<file path="src/rtl/mbist_pkg.sv">
// mbist_pkg: shared types and March C- element tables for the MBIST sequencer.
//   state_t   - sequencer FSM states
//   E0..E5    - March element indices
//   *_TAB     - per-element bit tables indexed by element number
package mbist_pkg;

    typedef enum logic [2:0] {IDLE, WRITE, READ, CMP, DONE} state_t;

    localparam logic [2:0] E0 = 3'd0;
    localparam logic [2:0] E1 = 3'd1;
    localparam logic [2:0] E2 = 3'd2;
    localparam logic [2:0] E3 = 3'd3;
    localparam logic [2:0] E4 = 3'd4;
    localparam logic [2:0] E5 = 3'd5;

    // Tables are 8 bits wide so any 3-bit element index stays in range.
    localparam logic [7:0] DOWN_TAB   = (8'd1 << E3) | (8'd1 << E4);
    localparam logic [7:0] RD_BG_TAB  = (8'd1 << E2) | (8'd1 << E4);
    localparam logic [7:0] WR_BG_TAB  = (8'd1 << E1) | (8'd1 << E3);
    localparam logic [7:0] HAS_RD_TAB = (8'd1 << E1) | (8'd1 << E2) | (8'd1 << E3) | (8'd1 << E4) | (8'd1 << E5);
    localparam logic [7:0] HAS_WR_TAB = (8'd1 << E0) | (8'd1 << E1) | (8'd1 << E2) | (8'd1 << E3) | (8'd1 << E4);

    function automatic logic elem_bit(input logic [7:0] tab, input logic [2:0] e);
        return tab[e];
    endfunction

endpackage

</file>
<file path="src/rtl/mbist_addr_gen.sv">
// mbist_addr_gen: up/down address counter for one March element.
//   load/load_down - start a new element at 0 (up) or N-1 (down)
//   step/down      - advance one address in the current element's direction
//   addr           - registered address, drives the SRAM directly
//   last           - current address is the final one of the element
module mbist_addr_gen #(
    parameter int ADDR = 4
) (
    input  logic            clk,
    input  logic            rst,
    input  logic            load,
    input  logic            load_down,
    input  logic            step,
    input  logic            down,
    output logic [ADDR-1:0] addr,
    output logic            last
);

    assign last = down ? (addr == '0) : (addr == {ADDR{1'b1}});

    always_ff @(posedge clk or posedge rst) begin
        if (rst)
            addr <= '0;
        else if (load)
            addr <= load_down ? {ADDR{1'b1}} : '0;
        else if (step)
            addr <= down ? addr - 1'b1 : addr + 1'b1;
    end

endmodule

</file>
<file path="src/rtl/mbist_march_ctrl.sv">
// mbist_march_ctrl: March C- MBIST sequencer for a single-port synchronous SRAM.
//   start                   - launches a test from IDLE/DONE
//   mem_*                   - registered SRAM address/strobes/write data, mem_rdata back
//   busy/done/fail          - status, done and fail sticky until next start
//   fail_addr/elem/data     - address, element and raw read data of first mismatch
module mbist_march_ctrl
    import mbist_pkg::*;
#(
    parameter int ADDR   = 4,
    parameter int DATA   = 8,
    parameter int RD_LAT = 1
) (
    input  logic            clk,
    input  logic            rst,
    input  logic            start,
    input  logic [DATA-1:0] mem_rdata,
    output logic [ADDR-1:0] mem_addr,
    output logic            mem_we,
    output logic            mem_re,
    output logic [DATA-1:0] mem_wdata,
    output logic            busy,
    output logic            done,
    output logic            fail,
    output logic [ADDR-1:0] fail_addr,
    output logic [2:0]      fail_elem,
    output logic [DATA-1:0] fail_data
);

    localparam logic [1:0] LAT_LAST = 2'(RD_LAT - 1);

    state_t     state, state_n;
    logic [2:0] elem, elem_n;
    logic [1:0] cnt, cnt_n;
    logic       ld, ld_down, step, last, mis, cap, clr;

    mbist_addr_gen #(.ADDR(ADDR)) u_addr (
        .clk       (clk),
        .rst       (rst),
        .load      (ld),
        .load_down (ld_down),
        .step      (step),
        .down      (elem_bit(DOWN_TAB, elem)),
        .addr      (mem_addr),
        .last      (last)
    );

    assign mis = mem_rdata != {DATA{elem_bit(RD_BG_TAB, elem)}};

    always_comb begin
        state_n = state;
        elem_n  = elem;
        cnt_n   = cnt;
        ld      = 1'b0;
        ld_down = 1'b0;
        step    = 1'b0;
        cap     = 1'b0;
        clr     = 1'b0;
        case (state)
            IDLE, DONE: begin
                if (start) begin
                    clr     = 1'b1;
                    elem_n  = E0;
                    ld      = 1'b1;
                    ld_down = elem_bit(DOWN_TAB, E0);
                    state_n = WRITE;
                end
            end
            WRITE: begin
                if (!last) begin
                    step    = 1'b1;
                    state_n = (elem == E0) ? WRITE : READ;
                end else begin
                    // E5 has no write, so elem never overflows past E5 here.
                    elem_n  = 3'(elem + 3'd1);
                    ld      = 1'b1;
                    ld_down = elem_bit(DOWN_TAB, elem_n);
                    state_n = elem_bit(HAS_RD_TAB, elem_n) ? READ : WRITE;
                end
            end
            READ: begin
                cnt_n   = '0;
                state_n = CMP;
            end
            CMP: begin
                if (cnt != LAT_LAST) begin
                    cnt_n = 2'(cnt + 2'd1);
                end else if (mis) begin
                    cap     = 1'b1;
                    state_n = DONE;
                end else if (elem_bit(HAS_WR_TAB, elem)) begin
                    state_n = WRITE;
                end else if (last) begin
                    state_n = DONE;
                end else begin
                    step    = 1'b1;
                    state_n = READ;
                end
            end
            default: state_n = IDLE;
        endcase
    end

    always_ff @(posedge clk or posedge rst) begin
        if (rst) begin
            state     <= IDLE;
            elem      <= E0;
            cnt       <= '0;
            mem_we    <= 1'b0;
            mem_re    <= 1'b0;
            mem_wdata <= '0;
            busy      <= 1'b0;
            done      <= 1'b0;
            fail      <= 1'b0;
            fail_addr <= '0;
            fail_elem <= '0;
            fail_data <= '0;
        end else begin
            state     <= state_n;
            elem      <= elem_n;
            cnt       <= cnt_n;
            // Strobes and write data are decoded from the next state so they
            // line up with the state they belong to while staying flop outputs.
            mem_we    <= state_n == WRITE;
            mem_re    <= state_n == READ;
            mem_wdata <= (state_n == WRITE) ? {DATA{elem_bit(WR_BG_TAB, elem_n)}} : '0;
            busy      <= state_n inside {WRITE, READ, CMP};
            done      <= state_n == DONE;
            if (clr) begin
                fail      <= 1'b0;
                fail_addr <= '0;
                fail_elem <= '0;
                fail_data <= '0;
            end else if (cap) begin
                fail      <= 1'b1;
                fail_addr <= mem_addr;
                fail_elem <= elem;
                fail_data <= mem_rdata;
            end
        end
    end

endmodule

</file>
<file path="config.mk">
export PLATFORM = sky130hd
export DESIGN_NAME = mbist_march_ctrl
export DESIGN_NICKNAME = d
export VERILOG_FILES = /design/src/rtl/mbist_pkg.sv /design/src/rtl/mbist_addr_gen.sv /design/src/rtl/mbist_march_ctrl.sv
export SDC_FILE = /design/constraint.sdc
export NUM_CORES = 1
export LEC_CHECK = 0
export ABC_AREA = 1
export BUFFER_PORTS_ARGS = -buffer_cell sky130_fd_sc_hd__buf_4
export CAP_MARGIN = 20
export CORE_MARGIN = 5
export CORE_UTILIZATION = 40
export CTS_BUF_LIST = sky130_fd_sc_hd__clkbuf_16
export DETAILED_ROUTE_END_ITERATION = 7
export MAX_ROUTING_LAYER = met4
export PLACE_DENSITY = 0.65
export SETUP_SLACK_MARGIN = 0.5
export SLEW_MARGIN = 20
export SYNTH_ARGS = -nofsm -noshare
export SYNTH_HDL_FRONTEND = slang
export SYNTH_SLANG_ARGS = --single-unit
export TNS_END_PERCENT = 1
</file>
<file path="constraint.sdc">
create_clock -name clk -period 1.8 [get_ports clk]
set_input_delay 0.09 -clock clk [delete_from_list [all_inputs] [get_ports clk]]
set_output_delay 0.09 -clock clk [all_outputs]
set_load 0.005 [all_outputs]
</file>
# Word-level counts from Yosys, hierarchy flattened
# Memories as Yosys holds them, arrays and structs flattened.
# Index checks and enable logic that the tools add are counted.
dict set report word_totals {
  reg_bits 40
  mem_bits_ro 48
  input_bits 11
  out_inout_bits 32
  wordCells 95
  n_memories 6
}
# memory depth width read_ports rd_clocked_by_memory_dff write_ports line
set memory_table {}
lappend memory_table {{(no name shown)} 8 1 1 0 0 mbist_pkg.sv:24} ;# return tab[e];
lappend memory_table {{(no name shown)} 8 1 1 0 0 mbist_pkg.sv:24}
lappend memory_table {{(no name shown)} 8 1 1 0 0 mbist_pkg.sv:24}
lappend memory_table {{(no name shown)} 8 1 1 0 0 mbist_pkg.sv:24}
lappend memory_table {{(no name shown)} 8 1 1 0 0 mbist_pkg.sv:24}
lappend memory_table {{(no name shown)} 8 1 1 0 0 mbist_pkg.sv:24}
dict set report op_classes {
  addsub 4
  magnitude_cmp 3
  eq_ne 11
  n_mux 48
  n_reduce_logical 10
}
# op n
set ops {}
lappend ops {{$mux W3} 9}
lappend ops {{$mux W4} 6}
lappend ops {{$mux W8} 3}
lappend ops {{$mux W1} 21}
lappend ops {{$eq A3 B2 Y1 const B} 4}
lappend ops {{$lt A3 B4 Y1 const B} 3}
lappend ops {{$pmux W3 S4} 1}
lappend ops {{$mux W2} 4}
lappend ops {{$ne A8 B8 Y1} 1}
lappend ops {{$reduce_bool A2 Y1} 4}
lappend ops {{$eq A3 B1 Y1 const B} 2}
lappend ops {{$eq A3 B3 Y1 const B} 2}
lappend ops {{$logic_not A3 Y1} 2}
lappend ops {{$pmux W3 S2} 1}
lappend ops {{$add A4 B1 Y4 const B} 1}
lappend ops {{$eq A4 B4 Y1 const B} 1}
lappend ops {{$logic_not A4 Y1} 1}
lappend ops {{$pmux W1 S2} 2}
lappend ops {{$pmux W2 S2} 1}
lappend ops {{$sub A4 B1 Y4 const B} 1}
lappend ops {{$add A3 B1 Y3 const B} 1}
lappend ops {{$reduce_bool A3 Y1} 1}
lappend ops {{$add A2 B1 Y2 const B} 1}
lappend ops {{$ne A2 B2 Y1 const B} 1}
lappend ops {{2 further kinds} 2}

# Longest topological paths before layout
dict set report logic_depth {
  ltp_word 10
  ltp_mapped 15
  mapped_depth_nobuf 14
}

# Modules after synthesis
# From an unflattened synthesis, not the netlist that was laid out.
dict set report hier_totals {
  cells_unflattened 232
  hier_area_um2 1899.3
}
# module instances cells_per_inst area_per_inst_um2 seq_area_each_um2
set by_module_without_submodules {}
lappend by_module_without_submodules {mbist_march_ctrl 1 188 1586.5 725.7}
lappend by_module_without_submodules {mbist_addr_gen 1 44 312.8 100.1}

# Worst setup path before layout
# Ideal clock, no wire load.
dict set report synth_path {
  kind {register to register}
  start {register elem[0]}
  end {register u_addr.addr[3]}
  setup_ns 0.083
  arrival_ns 1.710
  required_ns 1.717
  slack_ns 0.007
  path_stages_with_launch 14
  n_path_buf 0
  period_less_slack_ns 1.793
  cell_sequence {dfrtp_1 -> inv_1 -> ha_1 -> nand2_1 -> nand2_2 -> ha_1 -> nand2_1 -> nand2_1 -> nor2_1 -> xor2_1 -> nand2_1 -> nand2_1 -> nand2_1 -> o21ai_0}
}
dict set report synth_via {
  elab_chain_len 9
  word_cells_on_any_way 25
  cone_classes {1 x add/sub; 1 x eq/ne; 18 x mux; 1 x reduce/logical; 4 x memory}
}
# item line
set synth_rtl {}
lappend synth_rtl {{from (decl)} mbist_march_ctrl.sv:32} ;# logic [2:0] elem, elem_n;
lappend synth_rtl {{from (signal assigned)} mbist_march_ctrl.sv:119} ;# elem <= elem_n;
lappend synth_rtl {{$mem_v2 Z8 W1} n/a}
lappend synth_rtl {{$mux W1 (implied by the code)} mbist_pkg.sv:24}
lappend synth_rtl {{$mux W1} mbist_addr_gen.sv:19} ;# assign last = down ? (addr == '0) : (addr == {ADDR{1'b1}});
lappend synth_rtl {{$mux W1} {mbist_march_ctrl.sv:69, mbist_march_ctrl.sv:92}}
lappend synth_rtl {{$mux W1} mbist_march_ctrl.sv:90} ;# end else if (elem_bit(HAS_WR_TAB, elem)) begin
lappend synth_rtl {{$mux W1} mbist_march_ctrl.sv:87} ;# end else if (mis) begin
lappend synth_rtl {{$mux W1} mbist_march_ctrl.sv:85} ;# if (cnt != LAT_LAST) begin
lappend synth_rtl {{$pmux W1 S2} mbist_march_ctrl.sv:58} ;# case (state)
lappend synth_rtl {{$reduce_bool A2 Y1 (no source line)} n/a}
lappend synth_rtl {{to (signal assigned)} mbist_addr_gen.sv:25} ;# addr <= load_down ? {ADDR{1'b1}} : '0;
lappend synth_rtl {{to (signal assigned)} mbist_addr_gen.sv:27} ;# addr <= down ? addr - 1'b1 : addr + 1'b1;
lappend synth_rtl {{to (decl)} mbist_addr_gen.sv:15} ;# output logic [ADDR-1:0] addr,
# Several ways; a longest one is shown, not always the timed one. The select of a mux whose other input is x is not followed.
# A chain may end at the register's enable or synchronous reset.

# Final worst setup path
dict set report layout_path {
  start {register elem[1]}
  end {register u_addr.addr[3]}
}
# The elaborated chain is that of the path after synthesis.

==> report_table.html <==
<table>
<tr><th>Metric</th><th>Value</th></tr>
<tr><th colspan="2">Worst setup path</th></tr>
<tr><td>Data arrival time of the critical path</td><td>between 1.5 and 2 ns</td></tr>
<tr><td>Type of element capturing the critical path</td><td>flop</td></tr>
<tr><td>Family with the most delay on the worst path</td><td>simple AND/OR/NAND/NOR gates</td></tr>
<tr><td>Count of buffer and inverter cells on the critical path</td><td>0</td></tr>
<tr><td>Cell with the largest stage delay on the worst path</td><td>sky130_fd_sc_hd__dfrtp_1</td></tr>
<tr><td>Startpoint type of the worst setup path</td><td>flop</td></tr>
<tr><td>Delay of the slowest cell on the worst path</td><td>0.40 ns</td></tr>
<tr><td>Critical path fanouts, max</td><td>5</td></tr>
<tr><td>Cell count along the critical path</td><td>12</td></tr>
<tr><td>Setup Crit Path Kind</td><td>flop to flop</td></tr>
<tr><td>Critical path cell sequence</td><td>ha_2 &gt; nand2_4 &gt; nand2_8 &gt; ha_4 &gt; nand2_1 &gt; nand2_1 &gt; nor2_2 &gt; xor2_1 &gt; nand2_1 &gt; nand2_1 &gt; nand2_1 &gt; o21ai_1</td></tr>
<tr><td>Required arrival time at the worst endpoint</td><td>~2.0 ns</td></tr>
<tr><td>Number of cells on the worst reg-to-reg path</td><td>12</td></tr>
<tr><td>Most common cell type on the critical path</td><td>sky130_fd_sc_hd__nand2_1</td></tr>
<tr><th colspan="2">Floorplan</th></tr>
<tr><td>Die X</td><td>78.23 µm</td></tr>
<tr><td>Die Area</td><td>a little over 6000 µm²</td></tr>
<tr><td>Core area</td><td>4444 µm²</td></tr>
<tr><td>Starting Density</td><td>between 40% and 50%</td></tr>
<tr><td>Die height</td><td>~78 µm</td></tr>
<tr><td>Io pins</td><td>43</td></tr>
<tr><td>Row Count</td><td>24</td></tr>
<tr><th colspan="2">Clocking</th></tr>
<tr><td>Cell at the root of the clock tree</td><td>sky130_fd_sc_hd__clkbuf_16</td></tr>
<tr><td>Clock-pin slew reported for the worst setup and hold paths after clock tree synthesis</td><td>about 0.050 ns</td></tr>
<tr><td>H-tree Lvls</td><td>2</td></tr>
<tr><td>Number of buffers on the longest clock path</td><td>2</td></tr>
<tr><td>Clock net sink count</td><td>33</td></tr>
<tr><td>TritonCTS Buffers</td><td>5</td></tr>
<tr><td>Skew-Pair Late Insertion Delay</td><td>around 0.27 ns</td></tr>
<tr><td>TritonCTS clock tree</td><td>done</td></tr>
<tr><th colspan="2">Synth</th></tr>
<tr><td>Share of synthesized cell area in full adder, half adder and majority cells</td><td>between 5 and 6%</td></tr>
<tr><td>Main combinational cell family by area after synthesis</td><td>simple AND/OR/NAND/NOR gates</td></tr>
<tr><td>Post-synthesis net count</td><td>~260</td></tr>
<tr><td>Top cell types by occurrence after synthesis</td><td>sky130_fd_sc_hd__nand2_1 (60), sky130_fd_sc_hd__nand3_1 (38), sky130_fd_sc_hd__dfrtp_1 (33), sky130_fd_sc_hd__inv_1 (27), sky130_fd_sc_hd__nor2_1 (21)</td></tr>
<tr><td>Area share of the leading cell type in the synthesized netlist</td><td>roughly 44%</td></tr>
<tr><td>Dominant register cell in the synthesized netlist</td><td>sky130_fd_sc_hd__dfrtp_1</td></tr>
<tr><td>Area fraction in and, or, nand and nor cells after synthesis</td><td>32.86%</td></tr>
<tr><td>Share of synthesized area occupied by flip-flops and latches</td><td>approximately 44%</td></tr>
<tr><td>Number of synthesized register bits</td><td>33</td></tr>
<tr><td>Cell types with the largest area share after synthesis</td><td>sky130_fd_sc_hd__dfrtp_1 (44%), sky130_fd_sc_hd__nand2_1 (12%), sky130_fd_sc_hd__nand3_1 (10%), sky130_fd_sc_hd__inv_1 (5.4%), sky130_fd_sc_hd__ha_1 (4.7%)</td></tr>
<tr><td>Cells after Synth</td><td>237</td></tr>
<tr><td>Share of synthesized area spent on multiplexers</td><td>0%</td></tr>
<tr><td>Number of enable-type register cells in the synthesized netlist</td><td>0</td></tr>
<tr><td>Number of synthesis warnings</td><td>0</td></tr>
<tr><td>Largest area contributor in the netlist</td><td>sky130_fd_sc_hd__dfrtp_1</td></tr>
<tr><td>Compound-Gate Fraction of Synth Area</td><td>under 10%</td></tr>
<tr><td>Synth Cell Area</td><td>1862 µm²</td></tr>
<tr><td>Syn Area/Cell</td><td>approximately 7.9 µm²</td></tr>
<tr><td>Count of distinct cell types in the synthesized netlist</td><td>24</td></tr>
<tr><td>Area share of xor/xnor cells in the synthesized design</td><td>less than 1%</td></tr>
<tr><td>Most frequently used cell type in the post-synthesis netlist</td><td>sky130_fd_sc_hd__nand2_1</td></tr>
<tr><td>Synth async-reset ratio</td><td>between 90% and 100%</td></tr>
<tr><th colspan="2">Place</th></tr>
<tr><td># port buffers</td><td>42</td></tr>
<tr><td>Post-detailed-placement half-perimeter wirelength</td><td>around 3200 µm</td></tr>
<tr><td>Area of placed instances</td><td>2280 µm²</td></tr>
<tr><td>Worst Setup Slack post-DPL</td><td>approximately 0.029 ns</td></tr>
<tr><td>Final weighted congestion of routability-driven global placement</td><td>0.8335</td></tr>
<tr><th colspan="2">Worst hold path</th></tr>
<tr><td>Worst Hold Class</td><td>input port to flop</td></tr>
<tr><td>Hold path cells</td><td>3</td></tr>
<tr><th colspan="2">STA</th></tr>
<tr><td>Slew at the pin closest to its max-slew limit</td><td>roughly 0.4 ns</td></tr>
<tr><td>Crit share post-route</td><td>95.65%</td></tr>
<tr><td>Least setup slack across all paths after layout</td><td>0.07834 ns</td></tr>
<tr><td>Worst slew slack as a fraction of its limit</td><td>between 70% and 80%</td></tr>
<tr><td>Number of setup violations in the final report</td><td>0</td></tr>
<tr><td>Number of pins exceeding their max-slew limit in the final report</td><td>0</td></tr>
<tr><td>Highest clock rate</td><td>between 500 and 600 MHz</td></tr>
<tr><td>Worst Clk Skew</td><td>0.006341 ns</td></tr>
<tr><td>Final hold violation count</td><td>0</td></tr>
<tr><td>Clock period minus final worst setup slack</td><td>about 1.7 ns</td></tr>
<tr><td>RSZ-0062 raised after global routing</td><td>yes</td></tr>
<tr><th colspan="2">Detailed routing</th></tr>
<tr><td>Final antenna-violating net count</td><td>0</td></tr>
<tr><td>DRC</td><td>0</td></tr>
<tr><td>Post-DR wirelength/cell</td><td>roughly 13 µm</td></tr>
<tr><td>Number of iterations in the first detailed-routing pass</td><td>4</td></tr>
<tr><td>Initial DRC Count</td><td>slightly below 60</td></tr>
<tr><td>DR vias/cell</td><td>approximately 4.8</td></tr>
<tr><td>Detailed Route WL</td><td>roughly 4300 µm</td></tr>
<tr><td>Number of vias after detailed routing</td><td>between 1.5k and 2k</td></tr>
<tr><th colspan="2">Global routing</th></tr>
<tr><td>Maximum number of pins on one net before global-route repair</td><td>34</td></tr>
<tr><td>Vias in the first global route</td><td>around 1.6k</td></tr>
<tr><td>Initial antenna violation count</td><td>0</td></tr>
<tr><td>Residual overflow from global routing</td><td>0</td></tr>
<tr><td>Wire length of the first global-routing pass</td><td>about 7000 µm</td></tr>
<tr><td>Total routing resource utilization after global routing</td><td>approximately 15%</td></tr>
<tr><th colspan="2">Layout</th></tr>
<tr><td>Number of nets in the layout</td><td>312</td></tr>
<tr><td>Post-Layout Inst Area</td><td>approximately 2600 µm²</td></tr>
<tr><td>Antenna fix cells</td><td>0</td></tr>
<tr><td>Fraction of layout instances using a drive strength above 1</td><td>between 30% and 40%</td></tr>
<tr><td>Area growth from synthesis to final layout</td><td>37.90%</td></tr>
<tr><th colspan="2">Power and ir drop</th></tr>
<tr><td>PnR Total Power</td><td>slightly above 3000 µW</td></tr>
<tr><td>Pwr dens</td><td>between 1000 and 1500 nW/µm²</td></tr>
<tr><td>Leakage</td><td>between 0.001 and 0.0015 µW</td></tr>
<tr><td>IR Drop Worst-Case VDD</td><td>0.6042 mV</td></tr>
<tr><th colspan="2">Run status</th></tr>
<tr><td>Outcome</td><td>completed</td></tr>
<tr><th colspan="2">Flow run</th></tr>
<tr><td>Max_cap viols</td><td>0</td></tr>
</table>
-- logic make-up (layout without fill, tap and decap cells) --
logic type	Yosys count	after routing
xor+xnor	2	2
simple gates	136	136
flops	33	33
fa+ha+maj	8	8
buf+inv	39	95
compound gates	19	19
-- cell usage in the layout, fill, tap and decap left out, drive strengths merged --
| cell | instances |
|---|---|
| o21ai | 18 |
| dlygate4sd3 | 1 |
| fa | 1 |
| inv | 29 |
| nor2 | 26 |
| clkinv | 1 |
| dfrtp | 33 |
| nand3 | 39 |
| buf | 58 |
| nor3 | 2 |
| ha | 7 |
| xor2 | 1 |
| clkbuf | 6 |
| nand2 | 69 |
| o22ai | 1 |
| xnor2 | 1 |
-- registers in the layout, indices dropped and copies added, names as in the netlist --
name	flops
fail_data	8
busy	1
fail	1
fail_elem	3
done	1
mem_re	1
mem_wdata	1
cnt	2
state	3
u_addr.addr	4
elem	3
fail_addr	4
mem_we	1
-- final cells by class --
class / instances / area [µm²]
sequential: 33 / 825.8
multi-input combinational: 165 / 954.7
fill: 413 / 1877
clock buffer: 5 / 125.1
inverter: 28 / 105.1
clock inverter: 2 / 7.507
timing repair buffer: 60 / 484.2
tap: 52 / 65.06
-- metrics by stage --
step                TNS (ns)  hold slack, ns  std cells  util, %
floorplan                  0          0.2189        237        -
global placement           0          0.2133        331    51.30
detailed placement         0          0.2153        331    51.30
CTS                        0         0.06461        342    55.88
global route         -0.3863         0.07824        345    57.77
finish                     0         0.06787        345    57.77
-- metal layers --
metal	global-route usage, %	up-vias	share of wire, %
met5	-	-	0
met4	4.720	0	1.3
met3	3.661	5	5.1
met2	24.49	31	49
met1	17.72	751	45
li1	-	858	-
-- final timing paths --
path	from	end	slack, ns
worst max-delay path	elem[1]$_DFFE_PP0P_	u_addr.addr[3]$_DFFE_PP0P_	0.08
worst max register to register	elem[1]$_DFFE_PP0P_	u_addr.addr[3]$_DFFE_PP0P_	0.08
worst min-delay path	mem_rdata[1]	fail_data[1]$_DFFE_PP0P_	0.07
max in group asynchronous	rst	fail_data[7]$_DFFE_PP0P_	1.04
worst min register to register	fail_data[6]$_DFFE_PP0P_	fail_data[6]$_DFFE_PP0P_	0.49
min in group asynchronous	rst	fail_addr[2]$_DFFE_PP0P_	0.46
-- tightest hold or removal path: cells and delay by family --
| kind | cells | cell delay, ns |
|---|---|---|
| buffers and inverters | 1 | 0.09 |
| and+or+nand+nor | 2 | 0.12 |
-- power breakdown --
part	switching (µW)	total, µW	leakage [µW]	internal, µW
Combinational	635	1240	0.000881	607
Clock	269	761	0.0000685	492
Sequential	158	1110	0.000443	956
-- repair_timing --
| action | CTS | global route |
|---|---|---|
| pin swaps | 6 | 8 |
| setup endpoints to repair | 31 | 33 |
| hold buffers | 1 | 0 |
| buffers inserted | 3 | 1 |
| endpoints found under the hold margin | 33 | 0 |
| cloned | 0 | 2 |
| resized for setup | 7 | 15 |
No activity file was read; power rests on OpenSTA's default activity.
